<file path="src/rtl/coin_pkg.sv">
// rtl/coin_pkg.sv - shared coin FSM state enum, coin codes and stable-counter width.
package coin_pkg;

  typedef enum logic [1:0] {
    IDLE,
    QUAL,
    EMIT,
    WAIT_REL
  } coin_state_t;

  localparam logic [1:0] COIN_NONE = 2'b00;
  localparam logic [1:0] COIN_A    = 2'b01;
  localparam logic [1:0] COIN_B    = 2'b10;
  localparam logic [1:0] COIN_C    = 2'b11;

  // Wide enough for DEB_CYCLES up to 15.
  localparam int STAB_W = 4;

endpackage

</file>
<file path="src/rtl/debounce_ctr.sv">
// rtl/debounce_ctr.sv - two-flop synchroniser, stable-cycle debounce and registered rising-edge pulse.
module debounce_ctr
  import coin_pkg::*;
#(
  parameter int DEB_CYCLES = 4
) (
  input  logic clk,
  input  logic rst,
  input  logic raw,
  output logic rise
);

  localparam logic [STAB_W-1:0] DEB_M1 = STAB_W'(DEB_CYCLES - 1);

  logic              s1;
  logic              s2;
  logic              level;
  logic [STAB_W-1:0] cnt;

  // level only follows s2 after DEB_CYCLES consecutive samples that disagree with it.
  always_ff @(posedge clk or posedge rst) begin
    if (rst) begin
      s1    <= 1'b0;
      s2    <= 1'b0;
      level <= 1'b0;
      cnt   <= '0;
      rise  <= 1'b0;
    end else begin
      s1   <= raw;
      s2   <= s1;
      rise <= 1'b0;
      if (s2 == level) begin
        cnt <= '0;
      end else if (cnt == DEB_M1) begin
        cnt   <= '0;
        level <= s2;
        rise  <= s2;
      end else begin
        cnt <= cnt + 1'b1;
      end
    end
  end

endmodule

</file>
<file path="src/rtl/coin_conditioner.sv">
// rtl/coin_conditioner.sv - coin/start input conditioner; COIN_LOCKOUT_EN adds LOCK input and REJ output.
module coin_conditioner
  import coin_pkg::*;
#(
  parameter int DEB_CYCLES = 4,
  parameter int CNT_W      = 8
) (
  input  logic             CLK,
  input  logic             RST,
  input  logic [1:0]       COIN_RAW,
  input  logic             ST_RAW,
  output logic [1:0]       CN,
  output logic             ST,
  output logic [CNT_W-1:0] COIN_CNT
`ifdef COIN_LOCKOUT_EN
  ,
  input  logic             LOCK,
  output logic             REJ
`endif
);

  localparam logic [STAB_W-1:0] DEB_M1 = STAB_W'(DEB_CYCLES - 1);
  localparam logic [STAB_W-1:0] ONE    = STAB_W'(1);

  logic [1:0]        c1;
  logic [1:0]        code;
  coin_state_t       state;
  coin_state_t       state_n;
  logic [1:0]        cand;
  logic [1:0]        cand_n;
  logic [STAB_W-1:0] cnt;
  logic [STAB_W-1:0] cnt_n;
  logic              emit_go;
  logic              lock;

`ifdef COIN_LOCKOUT_EN
  assign lock = LOCK;
`else
  assign lock = 1'b0;
`endif

  debounce_ctr #(.DEB_CYCLES(DEB_CYCLES)) u_start (
    .clk  (CLK),
    .rst  (RST),
    .raw  (ST_RAW),
    .rise (ST)
  );

  always_ff @(posedge CLK or posedge RST) begin
    if (RST) begin
      c1    <= COIN_NONE;
      code  <= COIN_NONE;
      state <= IDLE;
      cand  <= COIN_NONE;
      cnt   <= '0;
    end else begin
      c1    <= COIN_RAW;
      code  <= c1;
      state <= state_n;
      cand  <= cand_n;
      cnt   <= cnt_n;
    end
  end

  always_comb begin
    state_n = state;
    cand_n  = cand;
    cnt_n   = cnt;
    case (state)
      IDLE: begin
        if (code != COIN_NONE) begin
          state_n = QUAL;
          cand_n  = code;
          cnt_n   = ONE;
        end
      end
      QUAL: begin
        if (code == COIN_NONE) begin
          state_n = IDLE;
          cnt_n   = '0;
        end else if (code != cand) begin
          cand_n = code;
          cnt_n  = ONE;
        end else if (cnt == DEB_M1) begin
          state_n = EMIT;
          cnt_n   = '0;
        end else begin
          cnt_n = cnt + 1'b1;
        end
      end
      EMIT: begin
        state_n = WAIT_REL;
        cnt_n   = '0;
      end
      WAIT_REL: begin
        // Any nonzero sample restarts the release count, so bounce cannot re-trigger.
        if (code != COIN_NONE) begin
          cnt_n = '0;
        end else if (cnt == DEB_M1) begin
          state_n = IDLE;
          cnt_n   = '0;
        end else begin
          cnt_n = cnt + 1'b1;
        end
      end
      default: begin
        state_n = IDLE;
        cnt_n   = '0;
      end
    endcase
  end

  assign emit_go = (state == QUAL) && (state_n == EMIT);

  always_ff @(posedge CLK or posedge RST) begin
    if (RST) begin
      CN       <= COIN_NONE;
      COIN_CNT <= '0;
    end else begin
      CN <= (emit_go && !lock) ? cand : COIN_NONE;
      if (emit_go && !lock && (COIN_CNT != {CNT_W{1'b1}})) begin
        COIN_CNT <= COIN_CNT + 1'b1;
      end
    end
  end

`ifdef COIN_LOCKOUT_EN
  always_ff @(posedge CLK or posedge RST) begin
    if (RST) begin
      REJ <= 1'b0;
    end else begin
      REJ <= emit_go && lock;
    end
  end
`endif

endmodule

</file>
<file path="config.mk">
export PLATFORM = sky130hd
export DESIGN_NAME = coin_conditioner
export DESIGN_NICKNAME = d
export VERILOG_FILES = /design/src/rtl/coin_pkg.sv /design/src/rtl/debounce_ctr.sv /design/src/rtl/coin_conditioner.sv
export SDC_FILE = /design/constraint.sdc
export NUM_CORES = 1
export LEC_CHECK = 0
export CORE_UTILIZATION = 48
export DETAILED_ROUTE_END_ITERATION = 10
export GPL_ROUTABILITY_DRIVEN = 1
export PLACE_DENSITY = 0.7
export SYNTH_ARGS = -nofsm -noshare
export SYNTH_HDL_FRONTEND = slang
export SYNTH_SLANG_ARGS = --single-unit
</file>
<file path="constraint.sdc">
create_clock -name CLK -period 2.9 [get_ports CLK]
set_input_delay 0.435 -clock CLK [delete_from_list [all_inputs] [get_ports CLK]]
set_output_delay 0.435 -clock CLK [all_outputs]
set_load 0.02 [all_outputs]
</file>
### After elaboration in Yosys (flattened, before gate mapping)

Index checks and enable logic that the tools add are counted.

* register bits after elaboration: 30
* logic and storage cells: 58
* input bits: 5
* output and inout port bits: 11

* $add $sub $neg: 3
* bitwise logic cells: 1
* reductions and logical operators: 8
* eq/ne operators: 12
* multiplexer cells: 22

Operator list (number)
* 2-to-1 mux 4 bit: 7
* 2-to-1 mux 2 bit: 10
* case mux 4 bit (4 select lines): 1
* adder 4 x 1 -> 4 bit, second input constant: 2
* adder 8 x 1 -> 8 bit, second input constant: 1
* == test 4 x 2 -> 1 bit, second input constant: 2
* inequality test 8 bit, second input constant: 1
* case mux 2 bit (4 select lines): 1
* == test 2 bit, second input constant: 3
* inequality test 2 bit, second input constant: 3
* logical NOT 2 bit: 2
* case mux 2 bit (2 select lines): 1
* AND reduction 4 bit: 1
* nonzero test 2 bit: 2
* == test 2 x 1 -> 1 bit, second input constant: 1
* logical AND 1 bit: 2
* 2-to-1 mux 1 bit: 2
* inequality test 2 bit: 1
* AND reduction 2 bit: 1
* == test 1 bit: 1
* NOT 1 bit: 1

### Depth between registers and ports, before layout

* depth in word-level cells: 8
* gate-level depth with buffers: 5
* depth with buffers taken out: 5

### Modules after synthesis

From an unflattened synthesis, not the netlist that was laid out.

* cells, all modules: 119
* area, all modules: 1376.3 sq um

By module, submodules not included
* coin_conditioner: cells each 96, seq. area each 550.5 sq um, area an instance 1057.3 sq um, instances 1
* debounce_ctr: cells each 23, seq. area each 200.2 sq um, area an instance 319.1 sq um, instances 1

### Worst setup path before layout

OpenSTA, ideal clock, no wires.

* kind: reg-to-reg
* start point: register COIN_CNT[0]
* end point: register COIN_CNT[7]
* buffers on the path: 0
* period minus slack after synthesis: 1.638 ns
* required time: 2.820 ns
* arrival: 1.558 ns
* library setup time: 0.080 ns
* cell stages (with the launch flop): 6
* slack: 1.262 ns
* path through: dfrtp_1 > ha_1 > and3_1 > a211o_1 > nor3b_2 > xor2_1

* cells in the longest elaborated chain, start to end: 2
* elaborated cells between the ends (all ways): 3
* those cells by class: add/sub (1); eq/ne (1); reduce/logical (1)

Ends and longest elaborated chain
* start: declaration: line coin_conditioner.sv:14 `output logic [CNT_W-1:0] COIN_CNT`
* start signal: assignment: line coin_conditioner.sv:122 `COIN_CNT <= COIN_CNT + 1'b1;`
* branches (longest 2 deep; another with adder 8 x 1 -> 8 bit)

Several ways; the timed one is not identified.
A chain may end at the register's enable or synchronous reset.

### Worst setup path after layout

* start point: register COIN_CNT[3]
* end point: output port COIN_CNT[3]

No word-level cell between the ends.

==> metrics.md <==
| Metric | Value |
|---|---|
| FFs w/ async S/R, synth | `100.0%` |
| Post-CTS Setup Inserts | `0` |
| Deepest clock path buffer count | `2` |
| Drt first pass iters | `4` |
| Final Net Count | `149` |
| Share of post-route cells with drive strength above 1 | `12.68%` |
| Fin crit share | `64.58%` |
| WHS | `0.3562 ns` |
| Final setup fails | `0` |
| FMAX | `534.0 MHz` |
| Synth area leader | `dfrtp_1` |
| Cells after Synth | `119` |
| Post-DRT Antenna Nets | `0` |
| Switching portion of total power | `32.82%` |
| CP max stage cell | `clkdlybuf4s50_1` |
| Multi-input logic area | `605.6 um^2` |
| Worst path max stage delay | `0.64 ns` |
| Buffers on Ports | `15` |
| Synthesis warning total | `0` |
| Final Hold Viols | `0` |
| Routed len/inst | `14.20 um` |
| Buf/Inv on CP | `1` |
| RSZ-0062 raised after global routing | `no` |
| Total GRT Usage | `18.73%` |
| H-tree depth | `2` |
| Total clock sinks | `30` |
| Post-Syn Nets | `127` |
| Yosys cell types | `43` |
| Synth Cell Area | `1369 um^2` |
| Initial Util | `50.07%` |
| Comb pwr share | `25.9%` |
| DIE WIDTH | `55.40 um` |
| Reg area | `750.7 um^2` |
| Total CTS buffers | `5` |
| Setup tns final | `0 ns` |
| Clock transition at path regs | `0.09 ns` |
| Antenna diodes | `0` |
| CP required | `2.47 ns` |
| CTS tree | `done` |
| Main synth FF type | `dfrtp_1` |
| Max VDD drop | `0.0005178 V` |
| Vias in the first global route | `978` |
| NetSw | `393.5 uW` |
| Power per cell area | `731.4 nW/um^2` |
| Vias | `981` |
| Period minus WS final | `1.873 ns` |
| Worst slew pin tran | `0.3845 ns` |
| Synth area leaders | `dfrtp_1 (55%), xor2_1 (3.8%), ha_1 (2.7%)` |
| CP Cell Sequence | `clkdlybuf4s50_1` |
| Die span in y | `55.40 um` |
| Syn-to-layout area delta | `19.74%` |
| DR vias/cell | `5.671` |
| Fill cell count | `236` |
| Post-cts sizing count | `0` |
| Crit path max-delay family | `buffers and inverters` |
| Sequential share of power | `48.8%` |
| Largest net degree at the start of global routing | `31` |
| Crit end category | `output pin` |
| Pwr Total | `1199 uW` |
| Cts hold-fix bufs | `0` |
| Global-route wire length before repair | `4.388 mm` |
| Grt total ovfl | `0` |
| Post-detail-place hpwl | `1.760 mm` |
| DIE AREA | `3069 um^2` |
| Clk pwr share | `25.3%` |
| Top cell type's share of synthesized area | `54.84%` |
| Clock latency on the worst-skew pair | `0.33 ns` |
| Ports | `16` |
| Final instance area | `1639 um^2` |
| Crit path DAT | `1.44 ns` |
| Hold crit path type | `register to register` |
| Syn_area_per_cell | `11.50 um^2` |
| Core ar. | `2734 um^2` |
| Fin. max-slew vios | `0` |
| Row cnt | `19` |
| Seq/Total Area, Yosys | `54.84%` |
| Drt total wl | `2.457 mm` |
| Cell Area, Placed | `1560 um^2` |
| Status | `complete, no violations` |
| Synthesized flop and latch total | `30` |
| Max-cap violation count | `0` |
| Clk root buf | `clkbuf_4` |
| Leak pwr | `0.0007493 uW` |
| Crit Path Class | `register to output pin` |
| GP Congestion | `0.7785` |
| Startpoint types | `register` |
| Pint | `805.4 uW` |
| Setup Skew | `0.01364 ns` |
| Initial DRC Count | `16` |
| Crit path max fanout | `6` |
| Antenna violations before repair | `0` |
| Post-synth EDFFs | `0` |
| # DRC | `0` |
| Slew margin rel. | `74.18%` |
final timing paths:
path / cells after the start / startpoint / to / slack, ns
max in group asynchronous: 3 / RST / state[0]$_DFF_PP0_ / 2.15
min reg2reg: 0 / u_start.s1$_DFF_PP0_ / u_start.s2$_DFF_PP0_ / 0.36
max reg2reg: 5 / cnt[0]$_DFFE_PP0P_ / COIN_CNT[1]$_DFFE_PP0P_ / 1.22
min in group asynchronous: 3 / RST / COIN_CNT[6]$_DFFE_PP0P_ / 0.47
max: 1 / COIN_CNT[3]$_DFFE_PP0P_ / COIN_CNT[3] / 1.03
min: 0 / u_start.s1$_DFF_PP0_ / u_start.s2$_DFF_PP0_ / 0.36
cells by family after synthesis:
logic type               synth area share (%)
AO/OA/AOI/OAI                           10.15
XOR/XNOR                                6.398
adder cells (fa/ha/maj)                 2.743
buffers and inverters                  0.9139
flip-flops                              54.84
multiplexers                            2.468
AND/OR/NAND/NOR                         22.49
routing by layer:
metal | vias to the layer above | part of all wire (%) | routed length, um | GRT usage, %
met1 | 482 | 48 | 1168 | 24.77
li1 | 474 | - | - | -
met2 | 19 | 46 | 1135 | 27.88
met3 | 6 | 4.5 | 110 | 7.026
met5 | - | 0 | 0 | 0
met4 | 0 | 1.8 | 43 | 7.500
per-stage QoR:
stage / util (%) / setup WS, ns / cells
finish: 59.95 / 1.027 / 173
CTS: 59.95 / 1.027 / 173
global route: 59.95 / 0.9634 / 173
global placement: 57.07 / 1.276 / 165
floorplan: - / 1.262 / 119
detailed placement: 57.07 / 1.214 / 165
state kept, by name (all words and copies together) (netlist names):
| name | flops |
|---|---|
| cnt | 4 |
| cand | 2 |
| u_start.s2 | 1 |
| u_start.level | 1 |
| state | 2 |
| u_start.s1 | 1 |
| u_start.cnt | 4 |
| code | 2 |
| CN | 2 |
| COIN_CNT | 8 |
| c1 | 2 |
| u_start.rise | 1 |
Yosys cell counts (all sizes together) (3+ instances only):
library cell   n
nand3          5
a211oi         3
and3           5
nand2b         4
xor2           6
ha             3
dfrtp         30
xnor2          4
nor2           8
nand2          9
nor3           5
mux2           3
final cells by class:
| class | count | share of cell area [%] |
|---|---|---|
| sequential | 30 | 45.80 |
| clock buffer | 8 | 4.809 |
| timing repair buffer | 16 | 9.618 |
| tap | 31 | 2.366 |
| multi-input combinational | 86 | 36.95 |
| inverter | 2 | 0.4580 |
power by group through the flow:
stage / combinational (uW) / clock [uW] / sequential, uW
after floorplan: 236 / 0 / 571
after global placement: 296 / 0 / 586
after detailed placement: 312 / 0 / 592
after CTS: 316 / 314 / 585
after global routing: 352 / 334 / 599
final: 310 / 304 / 585
layout by cell type, fill, tap and decap left out, drive strengths merged, types with 2 or more instances in the layout:
| cell | Yosys | layout |
|---|---|---|
| o22a | 2 | 2 |
| nor3 | 5 | 5 |
| a211o | 2 | 2 |
| nor2b | 2 | 2 |
| a21oi | 2 | 2 |
| nand2 | 9 | 9 |
| a21o | 2 | 2 |
| dfrtp | 30 | 30 |
| xnor2 | 4 | 4 |
| ha | 3 | 3 |
| nand4 | 2 | 2 |
| o21ai | 2 | 2 |
| clkdlybuf4s50 | 0 | 15 |
| and3 | 5 | 5 |
| mux2 | 3 | 3 |
| nor3b | 2 | 2 |
| a211oi | 3 | 3 |
| xor2 | 6 | 6 |
| clkbuf | 0 | 8 |
| nor2 | 8 | 8 |
| o21a | 2 | 2 |
| nand3 | 5 | 5 |
| nand2b | 4 | 4 |
| inv | 2 | 2 |
worst register-to-register path, stage by stage (launching register included):
cell and delay, ns:
dfrtp_1 0.40, ha_1 0.22, nand4bb_1 0.20, nor2_2 0.28, nand3_2 0.16, mux2_1 0.33
Note: power is estimated with default switching activity, not from simulation.
